**config.mk**
```make
export PLATFORM = sky130hd
export DESIGN_NAME = sysid_avm_reader_flat
export DESIGN_NICKNAME = d
export VERILOG_FILES = /design/src/rtl/sysid_boot_checker_pkg.sv /design/src/rtl/sysid_boot_checker_if.sv /design/src/rtl/sysid_avm_reader.sv /design/src/flat_wrapper.sv
export SDC_FILE = /design/constraint.sdc
export NUM_CORES = 1
export LEC_CHECK = 0
export CAP_MARGIN = 0
export CORE_UTILIZATION = 50
export DETAILED_ROUTE_END_ITERATION = 8
export DONT_BUFFER_PORTS = 1
export GPL_TIMING_DRIVEN = 1
export PLACE_DENSITY = 0.72
export SKIP_LAST_GASP = 1
export SYNTH_ARGS = -nofsm -noshare
export SYNTH_HDL_FRONTEND = slang
export SYNTH_SLANG_ARGS = --single-unit
```
**constraint.sdc**
```tcl
create_clock -name clock -period 1.9 [get_ports clock]
set_clock_uncertainty 0.15 [all_clocks]
set_input_delay 0.19 -clock clock [delete_from_list [all_inputs] [get_ports clock]]
set_output_delay 0.19 -clock clock [all_outputs]
set_load 0.03 [all_outputs]
```
**src/rtl/sysid_boot_checker_pkg.sv**
```systemverilog
// Shared types and helpers for the system-ID boot checker.
// No logic, no ports.
// Provides the address constants, the sequencer/reader state enums and the counter width helper.
package sysid_boot_checker_pkg;

  localparam logic ADDR_ID = 1'b0;
  localparam logic ADDR_TS = 1'b1;

  // Check sequencer: which word is being fetched.
  typedef enum logic [1:0] {
    S_IDLE,
    S_ID,
    S_TS,
    S_FINISH
  } seq_e;

  // Single-read engine phases. Together with seq_e they form the full check
  // FSM: (S_ID, R_REQ)=REQ_ID, (S_ID, R_LAT)=LAT_ID, (S_TS, R_REQ)=REQ_TS,
  // (S_TS, R_LAT)=LAT_TS, (S_x, R_GAP)=GAP.
  typedef enum logic [1:0] {
    R_IDLE,
    R_REQ,
    R_LAT,
    R_GAP
  } rd_state_e;

  // Width needed to count 0..max_val; never narrower than one bit.
  function automatic int cnt_w(input int max_val);
    if (max_val < 1) return 1;
    return $clog2(max_val + 1);
  endfunction

endpackage

```
**src/rtl/sysid_boot_checker_if.sv**
```systemverilog
// Avalon-MM read-only bus between the boot checker (master) and system-ID slave.
// No latency of its own; carries address/read out, waitrequest/readdata back.
// Backpressure: the slave stalls the master with avm_waitrequest.
interface sysid_boot_checker_if;
  logic        avm_address;
  logic        avm_read;
  logic        avm_waitrequest;
  logic [31:0] avm_readdata;

  modport master (
    output avm_address,
    output avm_read,
    input  avm_waitrequest,
    input  avm_readdata
  );

  modport slave (
    input  avm_address,
    input  avm_read,
    output avm_waitrequest,
    output avm_readdata
  );
endinterface

```
**src/rtl/sysid_avm_reader.sv**
```systemverilog
// Single Avalon-MM read engine: issues one read, waits, retries on timeout.
// Latency: read raised the cycle after go; valid on accept (+READ_LATENCY cycles).
// Backpressure: holds avm_read/address while avm_waitrequest is high, up to TIMEOUT cycles.
// Ports: clock/reset_n; go/addr start a read; data+valid pulse the word, fail pulses
// when every retry has timed out; avm is the bus master side.
module sysid_avm_reader
  import sysid_boot_checker_pkg::*;
#(
  parameter int READ_LATENCY = 0,
  parameter int TIMEOUT      = 255,
  parameter int MAX_RETRY    = 3
) (
  input  logic        clock,
  input  logic        reset_n,
  input  logic        go,
  input  logic        addr,
  output logic [31:0] data,
  output logic        valid,
  output logic        fail,
  sysid_boot_checker_if.master avm
);

  localparam int TW = cnt_w(TIMEOUT - 1);
  localparam int RW = cnt_w(MAX_RETRY);
  localparam int LW = cnt_w(READ_LATENCY - 1);
  localparam logic [TW-1:0] WAIT_LAST = TW'(TIMEOUT - 1);
  localparam logic [RW-1:0] RETRY_MAX = RW'(MAX_RETRY);
  localparam logic [LW-1:0] LAT_LAST  = LW'((READ_LATENCY > 0) ? READ_LATENCY - 1 : 0);

  rd_state_e     state_q;
  logic          read_q;
  logic          addr_q;
  logic [TW-1:0] wait_q;
  logic [RW-1:0] retry_q;
  logic [LW-1:0] lat_q;

  assign avm.avm_read    = read_q;
  assign avm.avm_address = addr_q;

  // Data is passed through; the caller registers it on valid, so no
  // combinational path reaches any top-level output.
  assign data  = avm.avm_readdata;
  assign valid = ((state_q == R_REQ) && !avm.avm_waitrequest && (READ_LATENCY == 0)) ||
                 ((state_q == R_LAT) && (lat_q == LAT_LAST));
  assign fail  = (state_q == R_REQ) && avm.avm_waitrequest &&
                 (wait_q == WAIT_LAST) && (retry_q == RETRY_MAX);

  always_ff @(posedge clock or negedge reset_n) begin
    if (!reset_n) begin
      state_q <= R_IDLE;
      read_q  <= 1'b0;
      addr_q  <= ADDR_ID;
      wait_q  <= '0;
      retry_q <= '0;
      lat_q   <= '0;
    end else begin
      case (state_q)
        R_IDLE: begin
          if (go) begin
            read_q  <= 1'b1;
            addr_q  <= addr;
            wait_q  <= '0;
            retry_q <= '0;
            state_q <= R_REQ;
          end
        end
        R_REQ: begin
          if (!avm.avm_waitrequest) begin
            wait_q <= '0;
            if (READ_LATENCY == 0) begin
              // A follow-on go keeps avm_read high and only moves the address,
              // giving back-to-back reads with no idle cycle.
              if (go) begin
                addr_q  <= addr;
                retry_q <= '0;
              end else begin
                read_q  <= 1'b0;
                state_q <= R_IDLE;
              end
            end else begin
              read_q  <= 1'b0;
              lat_q   <= '0;
              state_q <= R_LAT;
            end
          end else if (wait_q == WAIT_LAST) begin
            read_q <= 1'b0;
            wait_q <= '0;
            if (retry_q == RETRY_MAX) begin
              state_q <= R_IDLE;
            end else begin
              retry_q <= retry_q + RW'(1);
              state_q <= R_GAP;
            end
          end else begin
            wait_q <= wait_q + TW'(1);
          end
        end
        R_LAT: begin
          if (lat_q == LAT_LAST) begin
            if (go) begin
              read_q  <= 1'b1;
              addr_q  <= addr;
              retry_q <= '0;
              state_q <= R_REQ;
            end else begin
              state_q <= R_IDLE;
            end
          end else begin
            lat_q <= lat_q + LW'(1);
          end
        end
        R_GAP: begin
          read_q  <= 1'b1;
          state_q <= R_REQ;
        end
        default: state_q <= R_IDLE;
      endcase
    end
  end

endmodule

```
**src/flat_wrapper.sv**
```systemverilog
// flat-port wrapper written by rule: the top's interface ports become plain ports
module sysid_avm_reader_flat import sysid_boot_checker_pkg::*;
#(
  parameter int READ_LATENCY = 0,
  parameter int TIMEOUT      = 255,
  parameter int MAX_RETRY    = 3
)
  (clock, reset_n, go, addr, data, valid, fail, avm_avm_address, avm_avm_read, avm_avm_waitrequest, avm_avm_readdata);
  sysid_boot_checker_if avm_i ();
  input  logic clock;
  input  logic reset_n;
  input  logic go;
  input  logic addr;
  output logic [31:0] data;
  output logic valid;
  output logic fail;
  output wire logic [$bits(avm_i.avm_address)-1:0] avm_avm_address;
  output wire logic [$bits(avm_i.avm_read)-1:0] avm_avm_read;
  input wire logic [$bits(avm_i.avm_waitrequest)-1:0] avm_avm_waitrequest;
  input wire logic [$bits(avm_i.avm_readdata)-1:0] avm_avm_readdata;
  assign avm_avm_address = avm_i.avm_address;
  assign avm_avm_read = avm_i.avm_read;
  assign avm_i.avm_waitrequest = avm_avm_waitrequest;
  assign avm_i.avm_readdata = avm_avm_readdata;
  sysid_avm_reader #(.READ_LATENCY(READ_LATENCY), .TIMEOUT(TIMEOUT), .MAX_RETRY(MAX_RETRY)) u_core (.clock(clock), .reset_n(reset_n), .go(go), .addr(addr), .data(data), .valid(valid), .fail(fail), .avm(avm_i));
endmodule
```
==> run_results.csv <==
group,metric,value,unit
run_status,outcome,"completed",
floorplanning,start_util,53.2,%
critical_path,worstPathRequired,1.56,ns
routing,wl_per_cell,15.1,µm
critical_path,rr_startpoint,"u_core.state_q[0]$_DFFE_PN0P_",
yosys,ys.flop_type,"dfrtp_1",
hold_path,hold_class,"primary input to register",
yosys,yosysSeqAreaShare,29.8,%
yosys,synthMuxAreaShare,5.74,%
yosys,synth_top_family_by_area,"buffers and inverters",
yosys,yosysWarningCount,0,
yosys,yosys.area_share.simple,17.7,%
timing,grt_setup_unrepaired,"false",
placed_design,place_ws,0.0208,ns
yosys,synth_xor_area_share,0,%
global_route,grt_overflow_total,0,
critical_path,start_kind,"register",
global_route,antenna_found_initial,0,
floorplanning,dieHeight,50.5,µm
timing,report.final.slew_viol_count,0,
pwr,ir_drop,0.762,mV
global_route,grt_max_degree,15,
critical_path,crit_arrival,1.49,ns
layout,drive_gt1_share,28.0,%
clocking,clockBufferDepth,2,
routing,routed_wl,2210,µm
yosys,syn-instance-count,133,
layout,area_growth,-2.34,%
critical_path,max_stage_delay,0.40,ns
timing,fin_ws,0.0749,ns
yosys,synthAdderAreaFrac,7.44,%
floorplanning,io_pins,73,
routing,final_antenna_net_count,0,
placed_design,placement.io_buffers,0,
clocking,cts_sinks,14,
clocking,clock_latency,0.28,ns
clocking,numCtsBuffers,3,
hold_path,hp-start,"go",
critical_path,r2r-end,"u_core.wait_q[7]$_DFFE_PN0P_",
routing,num_vias,864,
critical_path,criticalPathCategory,"register to output port",
critical_path,r2r_cells,6,
routing,drt_iter0_drc,24,
yosys,async_reset_ff_share,100,%
clocking,cts_tree,"done",
yosys,synth_top_area_cell,"dfrtp_1",
routing,dr.pass1.iters,4,
global_route,busiest_layer,"met2",
critical_path,path_max_fanout,4,
pwr,power_leakage,0.000523,µW
yosys,synth_area_leaders,"dfrtp_1 (30%), buf_4 (20%), ha_1 (7.4%)",
critical_path,path_cells,"inv_2, ha_4, buf_4, nor2b_4, or2_4",
critical_path,critPathCapture,"valid",
critical_path,startpoint,"u_core.state_q[1]$_DFFE_PN0P_",
clocking,clockRootBuffer,"clkbuf_4",
timing,setup_tns,0,ns
timing,finalCritPeriodShare,96.1,%
floorplanning,rows,17,
timing,finalCriticalPeriod,1.83,ns
global_route,grt_pass1_vias,773,
critical_path,ff2ff_setup_slack,0.08,ns
flow_run,drv_cap,0,
floorplanning,die_area,2550,µm²
layout,antenna_cells,0,
floorplanning,core_area,2210,µm²
yosys,synth_top_area_share,29.8,%
timing,hold_violations,0,
yosys,syn_nets,177,
global_route,grt_use_met3,8.79,%
yosys,syn_area_per_cell,8.85,µm²
global_route,grt_util_met2,26.9,%
yosys,syn-cell-area,1180,µm²
routing,drc,0,
yosys,yosysUniqueCellTypes,40,
routing,viasPerCell,5.92,
timing,worstMarginPinSlew,0.636,ns
layout,layout_common_cells,"nand2_1 (13), dfrtp_1 (13), buf_4 (12)",
critical_path,cpMaxStageDelayCell,"dfrtp_1",
pwr,power.density,1340,nW/µm²
timing,relSlewSlack,57.5,%
placed_design,dp_hpwl,1510,µm
clocking,clk_pin_slew,0.09,ns
layout,final_util,52.0,%
critical_path,endpoint_kind,"output port",
yosys,ys_ff_latch,14,
placed_design,place_congestion,0.779,
layout,fill_cells,207,
timing,clock.fmax,548,MHz
timing,finalSetupViolCount,0,
layout,final_nets,163,
global_route,grt_pass1_wl,3440,µm
yosys,synth-edff-count,0,
yosys,synth_compound_area_share,14.9,%
floorplanning,die_x,50.5,µm
clocking,htree_levels,1,
global_route,track_usage,18.2,%
global_route,met1_usage,22.3,%
-- cell type report --
class	instances	area (µm²)	share of cell area [%]
tap	28	35.0	3.05
clock buffer	4	36.3	3.16
timing repair buffer	16	130	11.3
sequential	14	352	30.6
multi-input combinational	77	571	49.6
inverter	7	26.3	2.29
-- synthesized netlist by cell type (all sizes together) (3+ instances only) --
cell type	instances
ha	7
inv	7
dfrtp	14
a21oi	5
nand3	7
mux2	3
nand2	16
a31oi	4
o21ai	4
nor2	4
mux2i	3
buf	35
-- power by group --
group / internal [µW] / switching, µW / leakage (µW)
clock: 117 / 104 / 0.0000210
combinational: 413 / 437 / 0.000315
sequential: 365 / 102 / 0.000186
total: 894 / 642 / 0.000523
-- critical path, delay by kind of cell (launching register included) --
| kind | cells | cell delay [ns] |
|---|---|---|
| simple gates | 2 | 0.41 |
| flops | 1 | 0.40 |
| buf+inv | 2 | 0.22 |
| fa+ha+maj | 1 | 0.17 |
-- worst min path at each step --
stage	to	slack, ns	cells past startpoint
after floorplan	u_core.avm.avm_address$_DFFE_PN0P_	-0.26	0
after global placement	u_core.state_q[1]$_DFFE_PN0P_	-0.26	0
after detailed placement	u_core.state_q[0]$_DFFE_PN0P_	-0.26	0
after CTS	u_core.state_q[1]$_DFFE_PN0P_	0.02	3
after global routing	u_core.avm.avm_address$_DFFE_PN0P_	0.02	2
final	u_core.state_q[1]$_DFFE_PN0P_	0.03	3
-- per-layer routing --
layer / up-vias / routed length (µm)
met5: - / 0
met4: 0 / 40
met3: 10 / 157
met2: 43 / 1070
met1: 406 / 939
li1: 405 / -
-- metrics by stage --
| step | hold WS (ns) | cell area [µm²] | power (µW) | cells |
|---|---|---|---|---|
| after floorplan | -0.256 | 1180 | 1100 | 133 |
| after global placement | -0.255 | 996 | 1130 | 132 |
| after detailed placement | -0.255 | 996 | 1150 | 132 |
| after CTS | 0.0201 | 1090 | 1440 | 140 |
| after global routing | 0.0247 | 1150 | 1650 | 146 |
| final | 0.0271 | 1150 | 1540 | 146 |
-- cell families (layout without fill, tap and decap cells) --
group,after synthesis,count (layout)
flops,14,14
simple gates,40,40
buf+inv,42,27
compound gates,24,24
mux,6,6
fa+ha+maj,7,7
-- flip-flops by register name (all words and copies together), names as in the netlist --
name and cells:
u_core.state_q 2, u_core.avm.avm_read 1, u_core.retry_q 2, u_core.wait_q 8
u_core.avm.avm_address 1
-- repair_timing --
item | 4_1_cts | 5_1_grt
pin swaps | 0 | 2
buffers inserted | 0 | 6
hold buffers | 4 | 0
hold endpoints to repair | 18 | 0
resized for setup | 5 | 5
setup endpoints to repair | 2 | 5
Power figures use the tool's default switching activity.
